`src/rtl/hazard3_apb_pkg.sv`:
```
// Shared APB definitions for the hazard3 requester and its completers.
// Holds the bus widths and the requester state encoding.
package hazard3_apb_pkg;

    localparam int APB_ADDR_W = 16;
    localparam int APB_DATA_W = 32;

    typedef enum logic [1:0] {
        APB_IDLE   = 2'd0,
        APB_SETUP  = 2'd1,
        APB_ACCESS = 2'd2,
        APB_RESP   = 2'd3
    } apb_state_t;

endpackage

```
`src/rtl/hazard3_apb_requester.sv`:
```
// Single-outstanding APB3 requester: valid/ready command in, APB SETUP/ACCESS out,
// registered response with slave-error and timeout status.
//
// state      | meaning
// APB_IDLE   | req_ready high, waiting for a command
// APB_SETUP  | psel high, penable low, one cycle
// APB_ACCESS | psel and penable high until pready or timeout
// APB_RESP   | resp_valid high, fields held until resp_ready
module hazard3_apb_requester
    import hazard3_apb_pkg::*;
#(
    parameter int unsigned TIMEOUT_CYCLES = 256
) (
    input  logic                  clk,
    input  logic                  rst,

    input  logic                  req_valid,
    output logic                  req_ready,
    input  logic [APB_ADDR_W-1:0] req_addr,
    input  logic                  req_write,
    input  logic [APB_DATA_W-1:0] req_wdata,

    output logic                  resp_valid,
    input  logic                  resp_ready,
    output logic [APB_DATA_W-1:0] resp_rdata,
    output logic                  resp_err,
    output logic                  resp_timeout,

    output logic [APB_ADDR_W-1:0] paddr,
    output logic                  pwrite,
    output logic [APB_DATA_W-1:0] pwdata,
    output logic                  psel,
    output logic                  penable,
    input  logic [APB_DATA_W-1:0] prdata,
    input  logic                  pready,
    input  logic                  pslverr
);

    localparam int unsigned CNT_W = (TIMEOUT_CYCLES == 0) ? 1 : $clog2(TIMEOUT_CYCLES + 1);
    localparam logic [CNT_W-1:0] CNT_LAST =
        CNT_W'((TIMEOUT_CYCLES == 0) ? 0 : TIMEOUT_CYCLES - 1);

    apb_state_t       state_q;
    apb_state_t       state_d;
    logic [CNT_W-1:0] tmo_cnt;
    logic             timed_out;
    logic             accept;

    assign req_ready = (state_q == APB_IDLE);
    assign accept    = req_ready && req_valid;
    // pready has priority: timeout only fires on a cycle where the completer is still stalling
    assign timed_out = (TIMEOUT_CYCLES != 0) && (tmo_cnt == CNT_LAST) && !pready;

    always_comb begin
        state_d = state_q;
        unique case (state_q)
            APB_IDLE:   if (req_valid) state_d = APB_SETUP;
            APB_SETUP:  state_d = APB_ACCESS;
            APB_ACCESS: if (pready || timed_out) state_d = APB_RESP;
            APB_RESP:   if (resp_ready) state_d = APB_IDLE;
            default:    state_d = APB_IDLE;
        endcase
    end

    always_ff @(posedge clk or posedge rst) begin
        if (rst) begin
            state_q <= APB_IDLE;
        end else begin
            state_q <= state_d;
        end
    end

    // Bus strobes are registered from the next state so no output depends on APB inputs.
    always_ff @(posedge clk or posedge rst) begin
        if (rst) begin
            psel         <= 1'b0;
            penable      <= 1'b0;
            resp_valid   <= 1'b0;
            paddr        <= '0;
            pwrite       <= 1'b0;
            pwdata       <= '0;
            resp_rdata   <= '0;
            resp_err     <= 1'b0;
            resp_timeout <= 1'b0;
            tmo_cnt      <= '0;
        end else begin
            psel       <= (state_d == APB_SETUP) || (state_d == APB_ACCESS);
            penable    <= (state_d == APB_ACCESS);
            resp_valid <= (state_d == APB_RESP);

            if (accept) begin
                paddr   <= req_addr;
                pwrite  <= req_write;
                pwdata  <= req_wdata;
                tmo_cnt <= '0;
            end

            if (state_q == APB_ACCESS) begin
                if (pready) begin
                    resp_rdata   <= pwrite ? '0 : prdata;
                    resp_err     <= pslverr;
                    resp_timeout <= 1'b0;
                end else if (timed_out) begin
                    resp_rdata   <= '0;
                    resp_err     <= 1'b1;
                    resp_timeout <= 1'b1;
                end

                if (!pready && (tmo_cnt != '1)) begin
                    tmo_cnt <= tmo_cnt + 1'b1;
                end
            end
        end
    end

endmodule
```
`config.mk`:
```
export PLATFORM = sky130hd
export DESIGN_NAME = hazard3_apb_requester
export DESIGN_NICKNAME = d
export VERILOG_FILES = /design/src/rtl/hazard3_apb_pkg.sv /design/src/rtl/hazard3_apb_requester.sv
export SDC_FILE = /design/constraint.sdc
export NUM_CORES = 1
export LEC_CHECK = 0
export CORE_ASPECT_RATIO = 1.75
export CORE_MARGIN = 8
export CORE_UTILIZATION = 25
export CTS_BUF_LIST = sky130_fd_sc_hd__clkbuf_4 sky130_fd_sc_hd__clkbuf_8
export DETAILED_ROUTE_END_ITERATION = 16
export PLACE_DENSITY = 0.55
export SLEW_MARGIN = 10
export SYNTH_ARGS = -nofsm -noshare
export SYNTH_HDL_FRONTEND = slang
export SYNTH_SLANG_ARGS = --single-unit
```
`constraint.sdc`:
```
create_clock -name clk -period 7.65 [get_ports clk]
set_clock_uncertainty 0.15 [all_clocks]
set_input_delay 1.53 -clock clk [delete_from_list [all_inputs] [get_ports clk]]
set_output_delay 1.53 -clock clk [all_outputs]
set_load 0.05 [all_outputs]
```
# == Word level (Yosys, flattened, before mapping) ==
# Cells that the tools add are included.
# W data, S select, Z words.
# word_totals
regBits,97
out_inout_bits,87
word_cells,42
# classes
addsub,1
eq_ne,8
n_mux,13
reduce_logical,9
# ops
op,count
$mux W32,3
$mux W9,3
$add A9 B1 Y9 const B,1
$eq A9 B8 Y1 const B,1
$ne A9 B9 Y1 const B,1
$eq A2 B2 Y1 const B,4
$pmux W2 S4,1
$mux W2,3
$eq A2 B1 Y1 const B,2
$logic_and A1 B1 Y1,3
$mux W1,3
$logic_not A2 Y1,1
$logic_or A1 B1 Y1,2
$reduce_and A2 Y1,1
$reduce_bool A2 Y1,1
$logic_not A1 Y1,1

# == Depth between registers and ports, before layout ==
# Gate-level depths: netlist of run 1.
# logic_depth
ltp_word,7
mapped_depth,10
mapped_depth_nobuf,8

# == Least setup slack after synthesis of run 1 ==
# OpenSTA, ideal clock, no wires.
# synth_path
kind,input-to-reg
start,input port pready
end,register tmo_cnt[5]
setup_time_ps,134
arrival_ps,2522
slack_ps,4843
stages,4
path_cell_list,or4b_4 -> buf_6 -> o311ai_2 -> o41ai_1
# synth_via
elab_chain_len,4
# synth_rtl
element,line,source
start: declaration,hazard3_apb_requester.sv:35,"input logic pready,"
$logic_not A1 Y1,hazard3_apb_requester.sv:109,if (!pready && (tmo_cnt != '1)) begin
$logic_and A1 B1 Y1,hazard3_apb_requester.sv:109,
$mux W9,hazard3_apb_requester.sv:109,
$mux W9,hazard3_apb_requester.sv:98,if (state_q == APB_ACCESS) begin
end signal: assignment,hazard3_apb_requester.sv:110,tmo_cnt <= tmo_cnt + 1'b1;
end: declaration,hazard3_apb_requester.sv:45,logic [CNT_W-1:0] tmo_cnt;
# No other way between the ends.
# A chain may end at the register's enable or synchronous reset.

# == Worst setup path in the final report of run 1 ==
# layout_path
start,register state_q[0]
end,output port req_ready
# layout_via
elab_chain_len,1
# layout_rtl
element,line,source
start: declaration,hazard3_apb_requester.sv:43,apb_state_t state_q;
start signal: assignment,hazard3_apb_requester.sv:69,state_q <= state_d;
$logic_not A2 Y1,hazard3_apb_requester.sv:49,assign req_ready = (state_q == APB_IDLE);
end: declaration,hazard3_apb_requester.sv:18,"output logic req_ready,"
# No other way between the ends.

==> results of run 1 <==
==> where the power goes <==
group / switching (mW) / total [mW] / internal, mW
registers: 0.127 / 0.866 / 0.739
clock network: 0.195 / 0.321 / 0.127
logic: 1.08 / 1.66 / 0.581
total: 1.40 / 2.85 / 1.45
==> metal layers <==
layer / vias up / global-route usage, % / share of wire (%)
met5: - / 0 / 0
met4: 0 / 3.746 / 1.2
met3: 8 / 5.263 / 9.6
met2: 125 / 18.36 / 49
met1: 1373 / 11.63 / 40
li1: 1379 / - / -
==> worst paths after layout <==
kind | start | endpoint | slack [ns] | cells past startpoint
min reg2reg | paddr[2] | paddr[2] | 0.35 | 1
min | paddr[2] | paddr[2] | 0.35 | 1
max | state_q[0] | req_ready | 4.11 | 2
min in group asynchronous | rst | paddr[10] | 1.32 | 2
max reg2reg | tmo_cnt[0] | psel | 4.91 | 8
max in group asynchronous | rst | resp_rdata[16] | 4.77 | 3
==> final cells by class <==
class	count	area [um^2]	area share, %
Inverter	35	133.9	2.193
Timing Repair Buffer	176	1754	28.73
Clock buffer	10	131.4	2.152
Sequential cell	97	2427	39.75
Clock inverter	6	51.30	0.8402
Tap cell	189	236.5	3.873
Multi-Input combinational cell	165	1371	22.46
==> logic make-up after synthesis <==
family / Yosys count / share of synthesized area (%)
AOI/OAI and AO/OA: 17 / 3.411
DFF: 97 / 60.16
buffers and inverters: 50 / 5.953
adders and majority gates: 5 / 1.550
muxes: 82 / 21.86
and+or+nand+nor: 61 / 7.070
==> flip-flops by register name, indices dropped and copies added (netlist names) <==
signal,count
resp_timeout,1
pwrite,1
resp_valid,1
resp_err,1
resp_rdata,32
state_q,2
tmo_cnt,9
penable,1
paddr,16
pwdata,32
psel,1
==> cell usage in the layout (no fill, tap or decap), types with 2 or more instances in the layout <==
cell type	count
clkdlybuf4s50_1	173
inv_1	34
nand2_1	40
mux2_2	16
clkinvlp_4	3
nor2_1	4
mux2_1	33
inv_6	2
clkbuf_8	9
buf_4	3
a21oi_1	3
nand4_1	2
and3_1	2
ha_1	5
mux2i_1	33
dfrtp_1	97
a31oi_1	2
nand3_1	4
==> stage by stage <==
step / hold WS (ns) / cells / area (um^2) / setup WS (ns) / utilization [%]
after floorplan: 0.3204 / 312 / 4035 / 3.436 / -
after global placement: 0.3222 / 662 / 5923 / 3.901 / 37.31
after detailed placement: 0.3306 / 662 / 5923 / 3.856 / 37.31
after CTS: 0.3544 / 678 / 6106 / 4.062 / 38.46
after global routing: 0.3570 / 678 / 6106 / 3.946 / 38.46
final: 0.3474 / 678 / 6106 / 4.110 / 38.46
==> impl_metrics.json, run 1 <==
{
  "grt_pass1_wl_um": 17570,
  "worstSkewPairLatency_ns": 0.36,
  "fillCellCount": 1582,
  "drt_pass1_iterations": 4,
  "antenna_found_initial": 0,
  "worst_path_dominant_cell_family": "buffers and inverters",
  "crit_chain": "nor2_1 -> clkdlybuf4s50_1",
  "drive_gt1_share_pct": 8.998,
  "ys_seq_area_share_pct": 60.16,
  "fp.dieW_um": 112.0,
  "synthFlopType": "dfrtp_1",
  "antenna_left": 0,
  "cts.path.max_buffers": 2,
  "cts_tree": "yes",
  "wl_per_cell_um": 16.17,
  "netlist-cell-type-count": 38,
  "vdd_drop_max_mv": 0.1667,
  "finalMaxSlewViolations": 0,
  "worst_setup_path_start_kind": "register",
  "via_per_inst": 4.255,
  "num_antenna_cells": 0,
  "cts_resized": 0,
  "rsz0062_at_grt": "no",
  "yosys_warnings": 0,
  "ys_async_sr_fraction_pct": 100.0,
  "final_nets": 576,
  "grt_pass1_vias": 3159,
  "drt-initial-drc-count": 71,
  "total_power_mw": 2.845,
  "overflow": 0,
  "cap_violations": 0,
  "track_usage_pct": 10.87,
  "slew_headroom_pct": 29.00,
  "cp_max_fo": 7,
  "htree_levels": 3,
  "syn_area_per_cell_um2": 12.93,
  "post_cts_buffers": 0,
  "criticalPathCategory": "register to primary output",
  "finalSetupTns_ns": 0,
  "fin_crit_ns": 3.540,
  "core_area_um2": 15880,
  "synth_top_area_share_pct": 60.16,
  "hold_class": "register to register",
  "final-hold-violation-count": 0,
  "cp.required_ns": 5.97,
  "initial_core_util_pct": 25.42,
  "endpoint_kind": "primary output",
  "grt_max_degree": 76,
  "row_count": 61,
  "critPathMaxStageDelay_ns": 0.86,
  "finalSetupViolations": 0,
  "synth-seq-cells": 97,
  "die_height_um": 184.1,
  "ys_top_cells_by_count": "dfrtp_1 (97), nand2_1 (40), inv_1 (35), mux2_1 (33), mux2i_1 (33)",
  "fin_crit_sh_pct": 46.27,
  "synthTopCellsByArea": "dfrtp_1 (60%), mux2_1 (9.2%), mux2i_1 (8.2%)",
  "powerDensity_nw_per_um2": 466.0,
  "numCtsBuffers": 9,
  "crit_arrival_ns": 1.86,
  "drc": 0,
  "dpl.hpwl_um": 8287,
  "synth_nets": 404,
  "synth_edf_count": 0,
  "path_clk_slew_ns": 0.10,
  "place_congestion": 0.7079,
  "synth_area_um2": 4035,
  "root_buffer": "clkbuf_8",
  "worst_pin_slew_ns": 1.065,
  "area_delta_synth_final_pct": 51.32,
  "fmax_mhz": 282.5,
  "die-area_um2": 20620,
  "crit_buf_inv": 1,
  "synth.most_common_cell": "dfrtp_1",
  "io_buffers": 173,
  "leakage_nw": 2.576,
  "syn_inst": 312,
  "drt-total-wl_um": 10960,
  "ios": 174,
  "holdBufCountCts": 0,
  "yosys.area.top_type": "dfrtp_1",
  "clock_sinks": 97,
  "outcome": "completed",
  "vias": 2885,
  "cpMaxStageDelayCell": "clkdlybuf4s50_1"
}
(Power assumes the default switching activity.)
==> inputs of run 2 (changes only) <==
--- a/config.mk
+++ b/config.mk
@@ -10,7 +10,7 @@
 export CORE_UTILIZATION = 25
 export CTS_BUF_LIST = sky130_fd_sc_hd__clkbuf_4 sky130_fd_sc_hd__clkbuf_8
 export DETAILED_ROUTE_END_ITERATION = 16
-export PLACE_DENSITY = 0.55
+export PLACE_DENSITY = 0.57
 export SLEW_MARGIN = 10
 export SYNTH_ARGS = -nofsm -noshare
 export SYNTH_HDL_FRONTEND = slang
==> constraint.sdc (replaced) <==
create_clock -name clk -period 3.2 [get_ports clk]
set_clock_uncertainty 0.15 [all_clocks]
set_input_delay 0.64 -clock clk [delete_from_list [all_inputs] [get_ports clk]]
set_output_delay 0.64 -clock clk [all_outputs]
set_load 0.05 [all_outputs]
==> run 2 against run 1 <==
Critical path depth unchanged; sequential cell count stayed put; final cell count is 0.44% higher; via count is 3.4% higher; clock power grew 130%; total power grew 140%; sequential share of layout area is 0.27 points lower; critical path type unchanged; critical endpoint unchanged; largest power group unchanged; highest routed layer unchanged.
==> impl_metrics.json, run 2 (synthesis results as in run 1) <==
{
  "endpoint_kind": "primary output",
  "drc": 0,
  "numCtsBuffers": 9,
  "final_cells": 681,
  "fin_crit_ns": 2.652,
  "io_buffers": 173,
  "htree_levels": 3,
  "critPathMaxStageDelay_ns": 0.86,
  "drt-initial-drc-count": 96,
  "drt-total-wl_um": 10980,
  "core_area_um2": 15880,
  "clock_sinks": 97,
  "holdBufCountCts": 0,
  "fmax_mhz": 377.1,
  "finalSetupViolations": 0,
  "total_power_mw": 6.813,
  "cts.path.max_buffers": 2,
  "crit_buf_inv": 1,
  "dp.cells": 664,
  "initial_core_util_pct": 25.42,
  "worst_path_dominant_cell_family": "buffers and inverters",
  "drive_gt1_share_pct": 9.369,
  "reg2reg_depth": 7,
  "outcome": "completed",
  "finalMaxSlewViolations": 0,
  "worst_setup_path_start_kind": "register",
  "multi_input_area_um2": 1371,
  "ios": 174,
  "cts_tree": "yes",
  "cp.required_ns": 2.41,
  "powerDensity_nw_per_um2": 1108,
  "crit_start": "state_q[0]",
  "worstSkewPairLatency_ns": 0.35,
  "p_seq_share_pct": 30.4,
  "final_common_cell": "clkdlybuf4s50_1",
  "root_buffer": "clkbuf_8",
  "crit_chain": "nor2_1 -> clkdlybuf4s50_1",
  "r2r_start": "tmo_cnt[0]",
  "internal-power_mw": 3.471,
  "slew_headroom_pct": 61.40,
  "finalSetupTns_ns": 0,
  "grt_max_degree": 76,
  "regArea_um2": 2427,
  "vias": 2984,
  "fin_crit_sh_pct": 82.88,
  "wl_per_cell_um": 16.12,
  "largest_registers": "pwdata x32, resp_rdata x32, paddr x16",
  "final_nets": 578,
  "die_height_um": 184.1,
  "reg2reg_setup_slack_ns": 0.74,
  "cpMaxStageDelayCell": "clkdlybuf4s50_1",
  "criticalPathCategory": "register to primary output",
  "hold_class": "register to register",
  "place_congestion": 0.7244,
  "track_usage_pct": 10.93,
  "area_delta_synth_final_pct": 52.34,
  "row_count": 61,
  "leakage_nw": 2.597,
  "rsz0062_at_grt": "no",
  "worst_pin_slew_ns": 0.5791,
  "via_per_inst": 4.382,
  "crit_arrival_ns": 1.86,
  "r2r_end": "resp_rdata[4]",
  "post_cts_buffers": 0,
  "fp.dieW_um": 112.0,
  "vdd_drop_max_mv": 0.4945,
  "dpl.hpwl_um": 8493,
  "cap_violations": 0,
  "final-hold-violation-count": 0,
  "p_sw_mw": 3.342,
  "swShare_pct": 49.05,
  "die-area_um2": 20620,
  "critPathCapture": "req_ready",
  "crit_cells": 2,
  "combPwrFrac_pct": 58.6,
  "grt_pass1_wl_um": 17710,
  "cts_resized": 0,
  "overflow": 0,
  "layout_common_cells": "clkdlybuf4s50_1 (173), dfrtp_1 (97), nand2_1 (40), inv_1 (34)",
  "antenna_found_initial": 0,
  "cp_max_fo": 7,
  "antenna_left": 0,
  "path_clk_slew_ns": 0.09,
  "drt_pass1_iterations": 4,
  "grt_pass1_vias": 3267,
  "fillCellCount": 1572,
  "clkPwrFrac_pct": 11.0
}
[run 2: cell types whose count changed in the layout (fill, tap and decap cells not counted)]
cell / before / now
buf_12: 0 / 2
clkinv_2: 0 / 1
inv_4: 1 / 0
diode_2: 0 / 1
[run 2: worst min path at each step]
stage / end / depth (start not counted) / from
floorplan: tmo_cnt[7] / 1 / tmo_cnt[7]
global placement: pwdata[29] / 1 / pwdata[29]
detailed placement: paddr[7] / 1 / paddr[7]
CTS: paddr[7] / 1 / paddr[7]
global route: paddr[3] / 1 / paddr[3]
finish: paddr[6] / 1 / paddr[6]
[run 2: layout make-up]
| class | count | share of cell area, % |
|---|---|---|
| Multi-Input combinational cell | 165 | 22.31 |
| Timing Repair Buffer | 178 | 29.19 |
| Tap cell | 189 | 3.847 |
| Inverter | 35 | 2.198 |
| Sequential cell | 97 | 39.49 |
| Clock buffer | 10 | 2.137 |
| Antenna cell | 1 | 0.04071 |
| Clock inverter | 6 | 0.7938 |
[run 2: per-stage QoR]
step | hold slack [ns] | cell area (um^2) | worst slack [ns] | utilization (%)
after floorplan | 0.3204 | 4039 | 0.9811 | -
after global placement | 0.3221 | 5964 | 0.6313 | 37.57
after detailed placement | 0.3299 | 5964 | 0.5646 | 37.57
after CTS | 0.3542 | 6145 | 0.4986 | 38.71
after global routing | 0.3653 | 6145 | 0.3921 | 38.71
final | 0.3433 | 6147 | 0.5480 | 38.72
[run 2: metal layers]
layer	share of wire, %	global-route usage (%)	vias to the layer above
met5	0	0	-
met4	1.7	3.800	0
met3	9.2	4.671	11
met2	52	19.63	129
met1	37	11.11	1460
li1	-	-	1384
[run 2: power by group through the flow]
stage | logic [mW] | clock network [mW] | registers, mW
floorplan | 0.854 | 0 | 3.85
global placement | 4.01 | 0 | 2.09
detailed placement | 4.05 | 0 | 2.10
CTS | 4.06 | 0.806 | 2.08
global route | 4.18 | 0.856 | 2.15
finish | 3.99 | 0.749 | 2.07
[run 2: worst register-to-register path, delay by kind of cell (launching register included)]
family	cells	cell delay (ns)
adders and majority gates	2	0.49
buffers and inverters	1	0.34
DFF	1	0.40
AOI/OAI and AO/OA	1	0.51
muxes	1	0.22
and+or+nand+nor	2	0.28
==> inputs of run 3 (changes only) <==
--- a/config.mk
+++ b/config.mk
@@ -10,7 +10,7 @@
 export CORE_UTILIZATION = 25
 export CTS_BUF_LIST = sky130_fd_sc_hd__clkbuf_4 sky130_fd_sc_hd__clkbuf_8
 export DETAILED_ROUTE_END_ITERATION = 16
-export PLACE_DENSITY = 0.57
+export PLACE_DENSITY = 0.55
 export SLEW_MARGIN = 10
 export SYNTH_ARGS = -nofsm -noshare
 export SYNTH_HDL_FRONTEND = slang
==> constraint.sdc (replaced) <==
create_clock -name clk -period 2.6 [get_ports clk]
set_clock_uncertainty 0.15 [all_clocks]
set_input_delay 0.52 -clock clk [delete_from_list [all_inputs] [get_ports clk]]
set_output_delay 0.52 -clock clk [all_outputs]
set_load 0.05 [all_outputs]
==> run 3 against run 2 <==
Non-clock buffer count is 4 higher; total power is 24% higher; core utilization is 0.36 points higher; sequential share of layout area is 0.37 points lower; final cell count is 0.44% higher; die area stayed put; clock power is 24% higher; via count is 0.60% lower; count of clock-buffer cells in the layout stayed put.
==> impl_metrics.json, run 3 (synthesis results as in run 1) <==
{
  "num_antenna_cells": 0,
  "layout_common_cells": "clkdlybuf4s50_1 (172), dfrtp_1 (97), nand2_1 (40), inv_1 (34)",
  "slew_headroom_pct": 62.46,
  "dpl.hpwl_um": 8741,
  "grt_pass1_vias": 3283,
  "finalMaxSlewViolations": 0,
  "finalSetupTns_ns": 0,
  "fp.dieW_um": 112.0,
  "endpoint_kind": "register",
  "fillCellCount": 1572,
  "row_count": 61,
  "critPathMaxStageDelay_ns": 0.58,
  "crit_buf_inv": 0,
  "vias": 2966,
  "path_clk_slew_ns": 0.10,
  "antenna_left": 0,
  "ios": 174,
  "core_area_um2": 15880,
  "outcome": "completed",
  "numCtsBuffers": 9,
  "cap_violations": 0,
  "fin_crit_ns": 2.389,
  "die_height_um": 184.1,
  "hold_class": "primary input to async pin",
  "worst_pin_slew_ns": 0.5613,
  "drc": 0,
  "worst_path_dominant_cell_family": "simple AND/OR/NAND/NOR gates",
  "drt-total-wl_um": 11150,
  "area_delta_synth_final_pct": 53.77,
  "htree_levels": 3,
  "clock_sinks": 97,
  "track_usage_pct": 11.17,
  "powerDensity_nw_per_um2": 1357,
  "crit_arrival_ns": 2.47,
  "cp.required_ns": 2.68,
  "pre_cts_ws_ns": 0.2202,
  "regArea_um2": 2427,
  "leakage_nw": 2.635,
  "vdd_drop_max_mv": 0.6072,
  "wl_per_cell_um": 16.30,
  "worstSkewPairLatency_ns": 0.35,
  "grt_max_degree": 49,
  "cp_common_cell": "ha_1",
  "cts_tree": "yes",
  "fin_crit_sh_pct": 91.88,
  "initial_core_util_pct": 25.42,
  "cp_max_fo": 12,
  "worst_setup_path_start_kind": "register",
  "finalSetupViolations": 0,
  "crit_chain": "ha_1 -> nand3_1 -> nor2_1 -> ha_1 -> or4b_4 -> o311ai_1 -> o41ai_2",
  "io_buffers": 173,
  "hold_slack_ns": 0.3415,
  "drive_gt1_share_pct": 10.10,
  "post_cts_buffers": 0,
  "grt_pass1_wl_um": 18210,
  "cts.path.max_buffers": 2,
  "root_buffer": "clkbuf_8",
  "via_per_inst": 4.336,
  "fmax_mhz": 418.6,
  "fin_ws_ns": 0.2111,
  "rsz0062_at_grt": "no",
  "overflow": 0,
  "antenna_found_initial": 0,
  "dpl_cell_area_um2": 6020,
  "multi_input_area_um2": 1371,
  "final_nets": 582,
  "final-hold-violation-count": 0,
  "largest_registers": "pwdata x32, resp_rdata x32, paddr x16",
  "fin_area_um2": 6205,
  "cpMaxStageDelayCell": "or4b_4",
  "place_congestion": 0.7338,
  "drt-initial-drc-count": 181,
  "criticalPathCategory": "register to register",
  "drt_pass1_iterations": 4,
  "die-area_um2": 20620,
  "final_common_cell": "clkdlybuf4s50_1"
}
[run 3: cell count changes in the layout (fill, tap and decap cells not counted), sizes merged]
cell,change
clkdlybuf4s50,-1
clkinv,-1
clkinvlp,+1
dlymetal6s2s,+1
buf,+4
diode,-1
[run 3: where the power goes]
part           leakage (nW)  switching (mW)  internal, mW  total, mW
Clock                0.0849           0.558         0.373      0.931
Sequential             1.22           0.369          2.18       2.54
Combinational          1.33            3.19          1.75       4.94
Total                  2.63            4.12          4.30       8.42
[run 3: worst reg2reg max path: cells and delay by family (launching register included)]
family          cells  cell delay [ns]
simple gates        3             0.76
fa+ha+maj           2             0.47
compound gates      2             0.47
flops               1             0.42
[run 3: cell type report]
cell class	instances	area share (%)
clock buffer	10	2.117
clock inverter	6	0.8268
inverter	35	2.178
multi-input combinational	165	22.10
sequential	97	39.12
tap	189	3.811
timing repair buffer	182	29.84
[run 3: metal layers]
layer | global-route usage [%] | part of all wire (%) | vias up
met3 | 4.342 | 7.5 | 7
met5 | 0 | 0 | -
met1 | 11.56 | 39 | 1456
li1 | - | - | 1390
met2 | 20.24 | 52 | 113
met4 | 3.637 | 1.2 | 0
[run 3: worst paths after layout]
check	start	endpoint	slack, ns	cells past startpoint
max reg2reg	tmo_cnt[0]	tmo_cnt[7]	0.21	7
max in group asynchronous	rst	resp_rdata[26]	1.40	3
min in group clk	paddr[6]	paddr[6]	0.35	1
min	rst	pwdata[7]	0.34	2
max	tmo_cnt[0]	tmo_cnt[7]	0.21	7
min reg2reg	paddr[6]	paddr[6]	0.35	1
[run 3: timing repair]
| action | 4_1_cts | 5_1_grt |
|---|---|---|
| endpoints found under the setup margin | 0 | 1 |
| hold endpoints to repair | 0 | 0 |
| resized for setup | 0 | 1 |
| hold buffers | 0 | 0 |
[run 3: stage by stage]
step,instances,utilization (%),power [mW]
floorplan,312,-,5.795
global placement,668,37.92,7.522
CTS,684,39.07,8.574
finish,684,39.08,8.418
detailed placement,668,37.92,7.602
global route,684,39.08,8.900
